**src/rtl/mem_rd_cmd_engine.sv**
```systemverilog
// rtl/mem_rd_cmd_engine.sv - splits {address,length} read commands into 4 KB-safe AXI4 INCR bursts
// and frames the returned data as a keep/last stream followed by a one-byte completion.
module mem_rd_cmd_engine #(
  parameter int ADDR_WIDTH      = 33,
  parameter int DATA_WIDTH      = 256,
  parameter int MAX_BURST_BEATS = 64,
  parameter int MAX_OUTSTANDING = 4
) (
  input  logic                      clk_i,
  input  logic                      rst_i,

  input  logic [63:0]               s_cmd_addr_i,
  input  logic [31:0]               s_cmd_len_i,
  input  logic                      s_cmd_tvalid_i,
  output logic                      s_cmd_tready_o,

  output logic                      m_axi_arid_o,
  output logic [ADDR_WIDTH-1:0]     m_axi_araddr_o,
  output logic [7:0]                m_axi_arlen_o,
  output logic [2:0]                m_axi_arsize_o,
  output logic [1:0]                m_axi_arburst_o,
  output logic [3:0]                m_axi_arcache_o,
  output logic [2:0]                m_axi_arprot_o,
  output logic                      m_axi_arlock_o,
  output logic [3:0]                m_axi_arqos_o,
  output logic [3:0]                m_axi_arregion_o,
  output logic                      m_axi_aruser_o,
  output logic                      m_axi_arvalid_o,
  input  logic                      m_axi_arready_i,

  input  logic                      m_axi_rid_i,
  input  logic [DATA_WIDTH-1:0]     m_axi_rdata_i,
  input  logic [1:0]                m_axi_rresp_i,
  input  logic                      m_axi_rlast_i,
  input  logic                      m_axi_rvalid_i,
  output logic                      m_axi_rready_o,

  output logic                      m_axi_awid_o,
  output logic [ADDR_WIDTH-1:0]     m_axi_awaddr_o,
  output logic [7:0]                m_axi_awlen_o,
  output logic [2:0]                m_axi_awsize_o,
  output logic [1:0]                m_axi_awburst_o,
  output logic [3:0]                m_axi_awcache_o,
  output logic [2:0]                m_axi_awprot_o,
  output logic                      m_axi_awlock_o,
  output logic [3:0]                m_axi_awqos_o,
  output logic [3:0]                m_axi_awregion_o,
  output logic                      m_axi_awuser_o,
  output logic                      m_axi_awvalid_o,
  input  logic                      m_axi_awready_i,

  output logic [DATA_WIDTH-1:0]     m_axi_wdata_o,
  output logic [DATA_WIDTH/8-1:0]   m_axi_wstrb_o,
  output logic                      m_axi_wlast_o,
  output logic                      m_axi_wvalid_o,
  input  logic                      m_axi_wready_i,

  input  logic                      m_axi_bid_i,
  input  logic [1:0]                m_axi_bresp_i,
  input  logic                      m_axi_bvalid_i,
  output logic                      m_axi_bready_o,

  output logic [DATA_WIDTH-1:0]     m_data_tdata_o,
  output logic [DATA_WIDTH/8-1:0]   m_data_tkeep_o,
  output logic                      m_data_tlast_o,
  output logic                      m_data_tvalid_o,
  input  logic                      m_data_tready_i,

  output logic [7:0]                m_status_tdata_o,
  output logic                      m_status_tvalid_o,
  input  logic                      m_status_tready_i
);

  localparam int BYTES  = DATA_WIDTH / 8;
  localparam int OFF_W  = $clog2(BYTES);
  localparam int LEFT_W = 33 - OFF_W;
  localparam int OUT_W  = $clog2(MAX_OUTSTANDING + 1);
  localparam int NW     = 13;
  localparam logic [NW-1:0] BURST_MAX = NW'(MAX_BURST_BEATS);

  localparam logic [1:0] ST_IDLE   = 2'd0;
  localparam logic [1:0] ST_RUN    = 2'd1;
  localparam logic [1:0] ST_STATUS = 2'd2;

  logic [1:0]            state_q, state_d;
  logic [ADDR_WIDTH-1:0] addr_q, addr_d;
  logic [LEFT_W-1:0]     ar_left_q, ar_left_d;
  logic [LEFT_W-1:0]     r_left_q, r_left_d;
  logic [OFF_W-1:0]      tail_q, tail_d;
  logic                  err_q, err_d;
  logic                  decerr_q, decerr_d;
  logic [OUT_W-1:0]      outstanding_q, outstanding_d;
  logic                  arvalid_q, arvalid_d;
  logic [ADDR_WIDTH-1:0] araddr_q, araddr_d;
  logic [7:0]            arlen_q, arlen_d;
  logic [NW-1:0]         ar_n_q, ar_n_d;

  logic                  cmd_hs, ar_hs, r_hs, r_final;
  logic [LEFT_W-1:0]     beats_total;
  logic [NW-1:0]         boundary_beats, n_d;
  logic [BYTES-1:0]      all_ones;

  assign all_ones    = '1;
  assign beats_total = LEFT_W'((33'(s_cmd_len_i) + 33'(BYTES - 1)) >> OFF_W);

  assign s_cmd_tready_o = (state_q == ST_IDLE) && !rst_i;
  assign cmd_hs         = s_cmd_tready_o && s_cmd_tvalid_i;
  assign ar_hs          = arvalid_q && m_axi_arready_i;
  assign r_hs           = m_axi_rvalid_i && m_axi_rready_o;
  assign r_final        = (r_left_q == LEFT_W'(1));

  always_comb begin
    state_d        = state_q;
    addr_d         = addr_q;
    ar_left_d      = ar_left_q;
    r_left_d       = r_left_q;
    tail_d         = tail_q;
    err_d          = err_q;
    decerr_d       = decerr_q;
    arvalid_d      = arvalid_q;
    araddr_d       = araddr_q;
    arlen_d        = arlen_q;
    ar_n_d         = ar_n_q;
    outstanding_d  = outstanding_q + OUT_W'(ar_hs) - OUT_W'(r_hs && m_axi_rlast_i);
    boundary_beats = '0;
    n_d            = '0;

    case (state_q)
      ST_IDLE: begin
        if (cmd_hs) begin
          addr_d    = {s_cmd_addr_i[ADDR_WIDTH-1:OFF_W], {OFF_W{1'b0}}};
          ar_left_d = beats_total;
          r_left_d  = beats_total;
          tail_d    = s_cmd_len_i[OFF_W-1:0];
          err_d     = 1'b0;
          decerr_d  = 1'b0;
          state_d   = (s_cmd_len_i == '0) ? ST_STATUS : ST_RUN;
        end
      end
      ST_RUN: begin
        if (ar_hs) begin
          addr_d    = addr_q + (ADDR_WIDTH'(ar_n_q) << OFF_W);
          ar_left_d = ar_left_q - LEFT_W'(ar_n_q);
        end
        if (r_hs) begin
          r_left_d = r_left_q - LEFT_W'(1);
          if (m_axi_rresp_i != 2'b00) err_d = 1'b1;
          if (m_axi_rresp_i == 2'b11) decerr_d = 1'b1;
          if (r_final) state_d = ST_STATUS;
        end
      end
      ST_STATUS: begin
        if (m_status_tready_i) state_d = ST_IDLE;
      end
      default: state_d = ST_IDLE;
    endcase

    if (ar_hs) arvalid_d = 1'b0;

    // Burst size is chosen from the post-handshake address so a new AR can follow immediately.
    boundary_beats = NW'((13'd4096 - {1'b0, addr_d[11:0]}) >> OFF_W);
    n_d = BURST_MAX;
    if (boundary_beats < n_d) n_d = boundary_beats;
    if (ar_left_d < LEFT_W'(n_d)) n_d = NW'(ar_left_d);

    if ((state_d == ST_RUN) && (ar_left_d != '0) &&
        (outstanding_d < OUT_W'(MAX_OUTSTANDING)) && (!arvalid_q || ar_hs)) begin
      arvalid_d = 1'b1;
      araddr_d  = addr_d;
      arlen_d   = 8'(n_d - NW'(1));
      ar_n_d    = n_d;
    end
  end

  always_ff @(posedge clk_i) begin
    if (rst_i) begin
      state_q       <= ST_IDLE;
      addr_q        <= '0;
      ar_left_q     <= '0;
      r_left_q      <= '0;
      tail_q        <= '0;
      err_q         <= 1'b0;
      decerr_q      <= 1'b0;
      outstanding_q <= '0;
      arvalid_q     <= 1'b0;
      araddr_q      <= '0;
      arlen_q       <= '0;
      ar_n_q        <= '0;
    end else begin
      state_q       <= state_d;
      addr_q        <= addr_d;
      ar_left_q     <= ar_left_d;
      r_left_q      <= r_left_d;
      tail_q        <= tail_d;
      err_q         <= err_d;
      decerr_q      <= decerr_d;
      outstanding_q <= outstanding_d;
      arvalid_q     <= arvalid_d;
      araddr_q      <= araddr_d;
      arlen_q       <= arlen_d;
      ar_n_q        <= ar_n_d;
    end
  end

  assign m_axi_arid_o     = 1'b0;
  assign m_axi_araddr_o   = araddr_q;
  assign m_axi_arlen_o    = arlen_q;
  assign m_axi_arsize_o   = 3'(OFF_W);
  assign m_axi_arburst_o  = 2'b01;
  assign m_axi_arcache_o  = 4'b0011;
  assign m_axi_arprot_o   = 3'b000;
  assign m_axi_arlock_o   = 1'b0;
  assign m_axi_arqos_o    = 4'b0000;
  assign m_axi_arregion_o = 4'b0000;
  assign m_axi_aruser_o   = 1'b0;
  assign m_axi_arvalid_o  = arvalid_q;

  // Stream framing follows the command's beat count; rlast only drives outstanding accounting.
  assign m_axi_rready_o  = (state_q == ST_RUN) && m_data_tready_i;
  assign m_data_tvalid_o = (state_q == ST_RUN) && m_axi_rvalid_i;
  assign m_data_tdata_o  = m_axi_rdata_i;
  assign m_data_tlast_o  = (state_q == ST_RUN) && r_final;
  assign m_data_tkeep_o  = (r_final && (tail_q != '0)) ? ~(all_ones << tail_q) : all_ones;

  assign m_status_tvalid_o = (state_q == ST_STATUS);
  assign m_status_tdata_o  = {6'b0, decerr_q, err_q};

  assign m_axi_awid_o     = 1'b0;
  assign m_axi_awaddr_o   = '0;
  assign m_axi_awlen_o    = 8'd0;
  assign m_axi_awsize_o   = 3'd0;
  assign m_axi_awburst_o  = 2'd0;
  assign m_axi_awcache_o  = 4'd0;
  assign m_axi_awprot_o   = 3'd0;
  assign m_axi_awlock_o   = 1'b0;
  assign m_axi_awqos_o    = 4'd0;
  assign m_axi_awregion_o = 4'd0;
  assign m_axi_awuser_o   = 1'b0;
  assign m_axi_awvalid_o  = 1'b0;
  assign m_axi_wdata_o    = '0;
  assign m_axi_wstrb_o    = '0;
  assign m_axi_wlast_o    = 1'b0;
  assign m_axi_wvalid_o   = 1'b0;
  assign m_axi_bready_o   = 1'b1;

  logic unused_inputs;
  assign unused_inputs = ^{s_cmd_addr_i[63:ADDR_WIDTH], s_cmd_addr_i[OFF_W-1:0], m_axi_rid_i,
                           m_axi_awready_i, m_axi_wready_i, m_axi_bid_i, m_axi_bresp_i,
                           m_axi_bvalid_i};

endmodule

```
**config.mk**
```make
export PLATFORM = sky130hd
export DESIGN_NAME = mem_rd_cmd_engine
export DESIGN_NICKNAME = d
export VERILOG_FILES = /design/src/rtl/mem_rd_cmd_engine.sv
export SDC_FILE = /design/constraint.sdc
export NUM_CORES = 1
export LEC_CHECK = 0
export ABC_CLOCK_PERIOD_IN_PS = 6300
export CAP_MARGIN = 5
export CORE_AREA = 2 2 420 422
export DETAILED_ROUTE_END_ITERATION = 12
export DIE_AREA = 0 0 422 424
export DONT_BUFFER_PORTS = 1
export GPL_TIMING_DRIVEN = 0
export PLACE_DENSITY = 0.3
export SETUP_SLACK_MARGIN = 0.5
export SLEW_MARGIN = 20
export SYNTH_ARGS = -nofsm -noshare
export SYNTH_HDL_FRONTEND = slang
export SYNTH_SLANG_ARGS = --single-unit
```
**constraint.sdc**
```tcl
create_clock -name clk_i -period 6.3 [get_ports clk_i]
set_input_delay 0.945 -clock clk_i [delete_from_list [all_inputs] [get_ports clk_i]]
set_output_delay 0.945 -clock clk_i [all_outputs]
set_load 0.05 [all_outputs]
```
-- Yosys cells after proc, flatten, opt, wreduce, memory -nomap -nowiden
Cells that the tools add are included.
- flip-flop bits (word level): 156
- output and inout port bits: 722
- bitwise operators: 1
- multiplexer cells: 27
- order comparisons: 3
- reduce and logical (&&, ||, !) cells: 26
- add/subtract/negate cells: 8
- equality and inequality tests: 9
- shift operators: 1
- operators with widths (cell ; count):
    $mux 28 ; 4
    $pmux 28 s2 ; 2
    $mux 33 ; 2
    $pmux 33 s2 ; 1
    $add 32x5->33 const B ; 1
    $add 33x18->33 ; 1
    $logic_not 32->1 ; 1
    $mux 32 ; 1
    $not 32->32 ; 1
    $shl 32x5->32 const A ; 1
    $eq 28x1->1 const B ; 1
    $lt 28x13->1 ; 1
    $reduce_bool 28->1 ; 1
    $sub 28x1->28 const B ; 1
    $sub 28x13->28 ; 1
    $mux 13 ; 1
    $sub 13x12->13 const A ; 1
    $logic_and 1x1->1 ; 12
    $mux 2 ; 5
    $lt 8x7->1 const B ; 1
    $mux 8 ; 1
    $ne 2x2->1 const B ; 4
    $reduce_and 4->1 ; 2
    $sub 8x1->8 const B ; 1
    other kinds (15) ; 27

-- Longest topological paths before layout
- word-level depth: 11
- mapped depth: 23
- mapped depth without buffers: 23

-- Worst setup path before layout
Ideal clock, no wire load.
- kind: input port to flip-flop
- start: in rst_i
- end: reg arlen_q[4], in the netlist m_axi_arlen_o[4]
- slack: 0.609 ns
- data required time: 6.230 ns
- stages on the path: 22
- buffers on the path: 2
- arrival: 5.621 ns
- setup time: 0.070 ns
- cells stage by stage: clkbuf_1 > nor4b_4 > nor2_1 > clkbuf_1 > a221o_1 > nor3_1 > nand3_1 > and3_1 > o22ai_1 > ha_1 > a21o_1 > a21o_1 > a21oi_1 > o21ai_2 > or4_1 > and2_1 > ha_1 > nand3_1 > xor2_1 > a31oi_1 > a2111o_1 > a21oi_1
- longest elaborated chain between the ends: 11
- ends and longest elaborated chain (what ; line ; source):
    from (decl) ; 10 ; input logic rst_i,
    $logic_not 1->1 ; 106 ; assign s_cmd_tready_o = (state_q == ST_IDLE) && !rst_i;
    $logic_and 1x1->1 ; 106 ;
    $logic_and 1x1->1 ; 107 ; assign cmd_hs = s_cmd_tready_o && s_cmd_tvalid_i;
    $mux 33 ; 130 ; if (cmd_hs) begin
    $pmux 33 s2 ; 128 ; case (state_q)
    $sub 13x12->13 ; 161 ; boundary_beats = NW'((13'd4096 - {1'b0, addr_d[11:0]}) >> OFF_W);
    $lt 8x7->1 ; 163 ; if (boundary_beats < n_d) n_d = boundary_beats;
    $mux 8 ; 163 ;
    $lt 28x13->1 ; 164 ; if (ar_left_d < LEFT_W'(n_d)) n_d = NW'(ar_left_d);
    $mux 13 ; 164 ;
    $sub 8x1->8 ; 170 ; arlen_d = 8'(n_d - NW'(1));
    to (signal assigned) ; 200 ; arlen_q <= arlen_d;
    to (decl) ; 95 ; logic [7:0] arlen_q, arlen_d;
Several ways; a longest one is shown, not always the timed one.
A chain may end at the register's enable or synchronous reset.

-- Worst setup path after layout
- start: in s_cmd_len_i[0]
- end: reg arlen_q[4], in the netlist m_axi_arlen_o[4]
- longest elaborated chain between the ends: 8
- ends and longest elaborated chain (what ; line ; source):
    from (decl) ; 13 ; input logic [31:0] s_cmd_len_i,
    branches (longest 8 deep; another with $add 32x5->33) ; -- ;
Parallel ways; which one is timed is not known.

==> key figures <==
Yosys
  • Post-synth top area share: 0.310
  • Synth Register Bits: 156
  • Synth Area in XOR/XNOR: 0.0318
  • Synth Flop Type: dfxtp_1
  • Post-Syn Area: 15,700 um2
  • Adder-cell share of the synthesized area: 0.0341
  • Syn Area/Cell: 7.52 um2
  • Synthesized-area fraction occupied by and/or/nand/nor cells: 0.184
  • EDFF count, synth: 0
  • Fraction of registers with async set/reset: 0
  • Post-Syn Instances: 2,086
  • Yosys cell types: 89
  • Yosys warns: 0
  • Largest family of logic cells by synthesized area: buffers and inverters
  • Compound-Gate Fraction of Synth Area: 0.195
  • Most numerous cell in the Yosys netlist: buf_4
  • Post-synth top cells: buf_4 (648), dfxtp_1 (156), nor2_1 (147)
  • Fraction of synthesized area in multiplexers: 0.00837
  • Synth top area cells: buf_4 (31%), dfxtp_1 (20%), nor2_1 (3.5%)
  • Seq/Total Area, Yosys: 0.199
  • Area leader, netlist: buf_4

Job
  • Number of max-cap violations: 0

Floorplanning
  • Num rows: 154
  • Die X-Extent: 422 um
  • Initial Util: 0.0897
  • Core Footprint: 175,000 um2
  • IO Pins: 1,091
  • DIE AREA: 179,000 um2
  • Die Ht: 424 um

STA
  • Worst slew pin tran: 1.23 ns
  • Hold WS: 0.476 ns
  • Max-slew violations: 0
  • Final hold violations: 0
  • Period utilization: 0.890
  • Final Setup Violations: 0
  • RSZ-0062 raised after global routing: yes
  • Worst-case clock skew: 0.0251 ns
  • Rel. slew slack: 0.181
  • Setup TNS: 0 ns
  • F_max: 178 MHz
  • Min Clock Period, post-route: 5.61 ns

Drt
  • Initial DRC count: 1,017
  • Vias per Instance: 3.09
  • Drt pass-1 iters: 5
  • Post-route DRC: 0
  • Wire length per cell: 18.7 um
  • Antenna-violating nets left: 0
  • Total Routed Length: 90.9 mm
  • DR vias: 15,027

Clocking
  • Clk Latency, worst-skew pair: 0.52 ns
  • # clock sinks: 156
  • # hold bufs at CTS: 0
  • CTS Buf Count: 17
  • Root buf cell: clkbuf_16
  • Clk slew on worst S/H paths: 0.08 ns
  • CTS tree: done
  • CTS H-tree lvls: 4
  • CTS Buffer Depth: 2

Placed design
  • Final Wtd Congestion: 0.842
  • Port bufs: 0
  • DP HPWL: 77.2 mm
  • Dpl cells: 4,815

Setup path
  • CP Capture Type: flop
  • CP Max Fanout: 10
  • Critical path type: input pin to flop
  • Crit start category: input pin
  • Arrival @ worst endpoint: 6.04 ns
  • Req. time, crit path: 6.73 ns

Layout
  • Filler Cell Count: 20,373
  • Area growth, synth to finish: 34.6%
  • Layout cell share with drive strength beyond 1: 0.318
  • Layout Nets: 2,917
  • Final non-filler cell total: 4,864

GRT
  • Number of global-route vias before repair: 13,274
  • Total GRT Usage: 0.0957
  • Initial antenna violation count: 25
  • First-pass GRT wire length: 118 mm
  • Pin count of the biggest net entering global routing: 19
  • Gr ovfl total: 0

Pwr
  • Pwr Density: 219 nW/um2
  • Lkg Pwr: 9.13 nW
  • Max VDD drop: 0.240 mV

Status
  • Status: completed

Worst hold path
  • Min-delay worst type: flop to flop
[worst paths after layout]
kind / from / endpoint / slack [ns] / depth (start not counted)
worst max-delay path: s_cmd_len_i[0] / m_axi_arlen_o[4] / 0.69 / 19
worst min-delay path: err_q / err_q / 0.48 / 1
worst max register to register: ar_n_q[0] / m_axi_arlen_o[4] / 0.76 / 21
worst min register to register: err_q / err_q / 0.48 / 1
[sequential cells by signal (all words and copies together), names as in the netlist]
| register | count |
|---|---|
| r_left_q | 28 |
| outstanding_q | 3 |
| err_q | 1 |
| state_q | 2 |
| ar_left_q | 28 |
| addr_q | 33 |
| ar_n_q | 13 |
| m_axi_arlen_o | 8 |
| decerr_q | 1 |
| tail_q | 5 |
| m_axi_araddr_o | 33 |
| m_axi_arvalid_o | 1 |
[stage by stage]
step                 util  total power, mW  instance area, um2  worst slack [ns]
floorplan               -             3.04               17100             0.609
global placement    0.115             3.45               20100             -1.31
detailed placement  0.115             3.44               20100             -1.16
CTS                 0.119             4.65               20900             0.369
global route        0.121             4.84               21100             0.487
finish              0.121             4.63               21100             0.694
[cell families after synthesis]
| family | after synthesis |
|---|---|
| buf+inv | 790 |
| simple gates | 575 |
| compound gates | 453 |
| flops | 156 |
| xor+xnor | 57 |
| fa+ha+maj | 41 |
| mux | 12 |
| other cells | 2 |
[power breakdown]
group | internal [mW] | leakage, nW | switching, mW
registers | 1.07 | 1.28 | 0.229
clock network | 0.536 | 0.295 | 0.610
logic | 0.618 | 7.56 | 1.57
total | 2.22 | 9.13 | 2.40
[repair_timing]
item                                    in CTS  in global routing
resized for setup                           29                 50
pin swaps                                    5                  7
endpoints found under the hold margin        0                  0
endpoints found under the setup margin      69                  7
setup buffers                                9                  4
[layer usage]
layer / track usage / wire (um)
met1: 0.109 / 35100
met5: 0 / 35
met4: 0.0220 / 1470
met2: 0.180 / 48600
met3: 0.0214 / 5710
[area by class of cell]
type | instances | area (um2) | share of cell area
multi-input combinational | 1525 | 8850 | 0.419
buffer | 739 | 5290 | 0.250
sequential | 156 | 3130 | 0.148
tap | 2340 | 2930 | 0.139
clock buffer | 17 | 425 | 0.0201
inverter | 51 | 195 | 0.00924
clock inverter | 15 | 173 | 0.00817
timing repair buffer | 17 | 123 | 0.00580
antenna | 4 | 10.0 | 0.000474
[cells in the final DEF (no fill, tap or decap), types with 40 or more instances in the layout]
master	Yosys	final
nor2_1	147	144
and2_1	40	40
dfxtp_1	156	153
conb_1	2	387
clkbuf_1	71	57
o21ai_0	72	61
nand3_1	52	50
inv_1	49	48
a21oi_1	107	102
nor3_1	63	59
buf_4	648	663
nand2_1	118	117
[critical path, stage by stage]
cell,delay (ns)
or4_1,0.64
buf_2,0.23
o21a_1,0.22
buf_2,0.23
nand3_2,0.12
xor2_2,0.28
a21oi_1,0.15
a2111oi_2,0.45
nand4_1,0.26
or4_4,0.52
buf_4,0.21
or4_1,0.53
and2_1,0.16
ha_2,0.23
nand3_1,0.09
xor2_1,0.16
a31oi_1,0.06
a2111o_1,0.40
a21oi_1,0.13
Power figures use the tool's default switching activity.
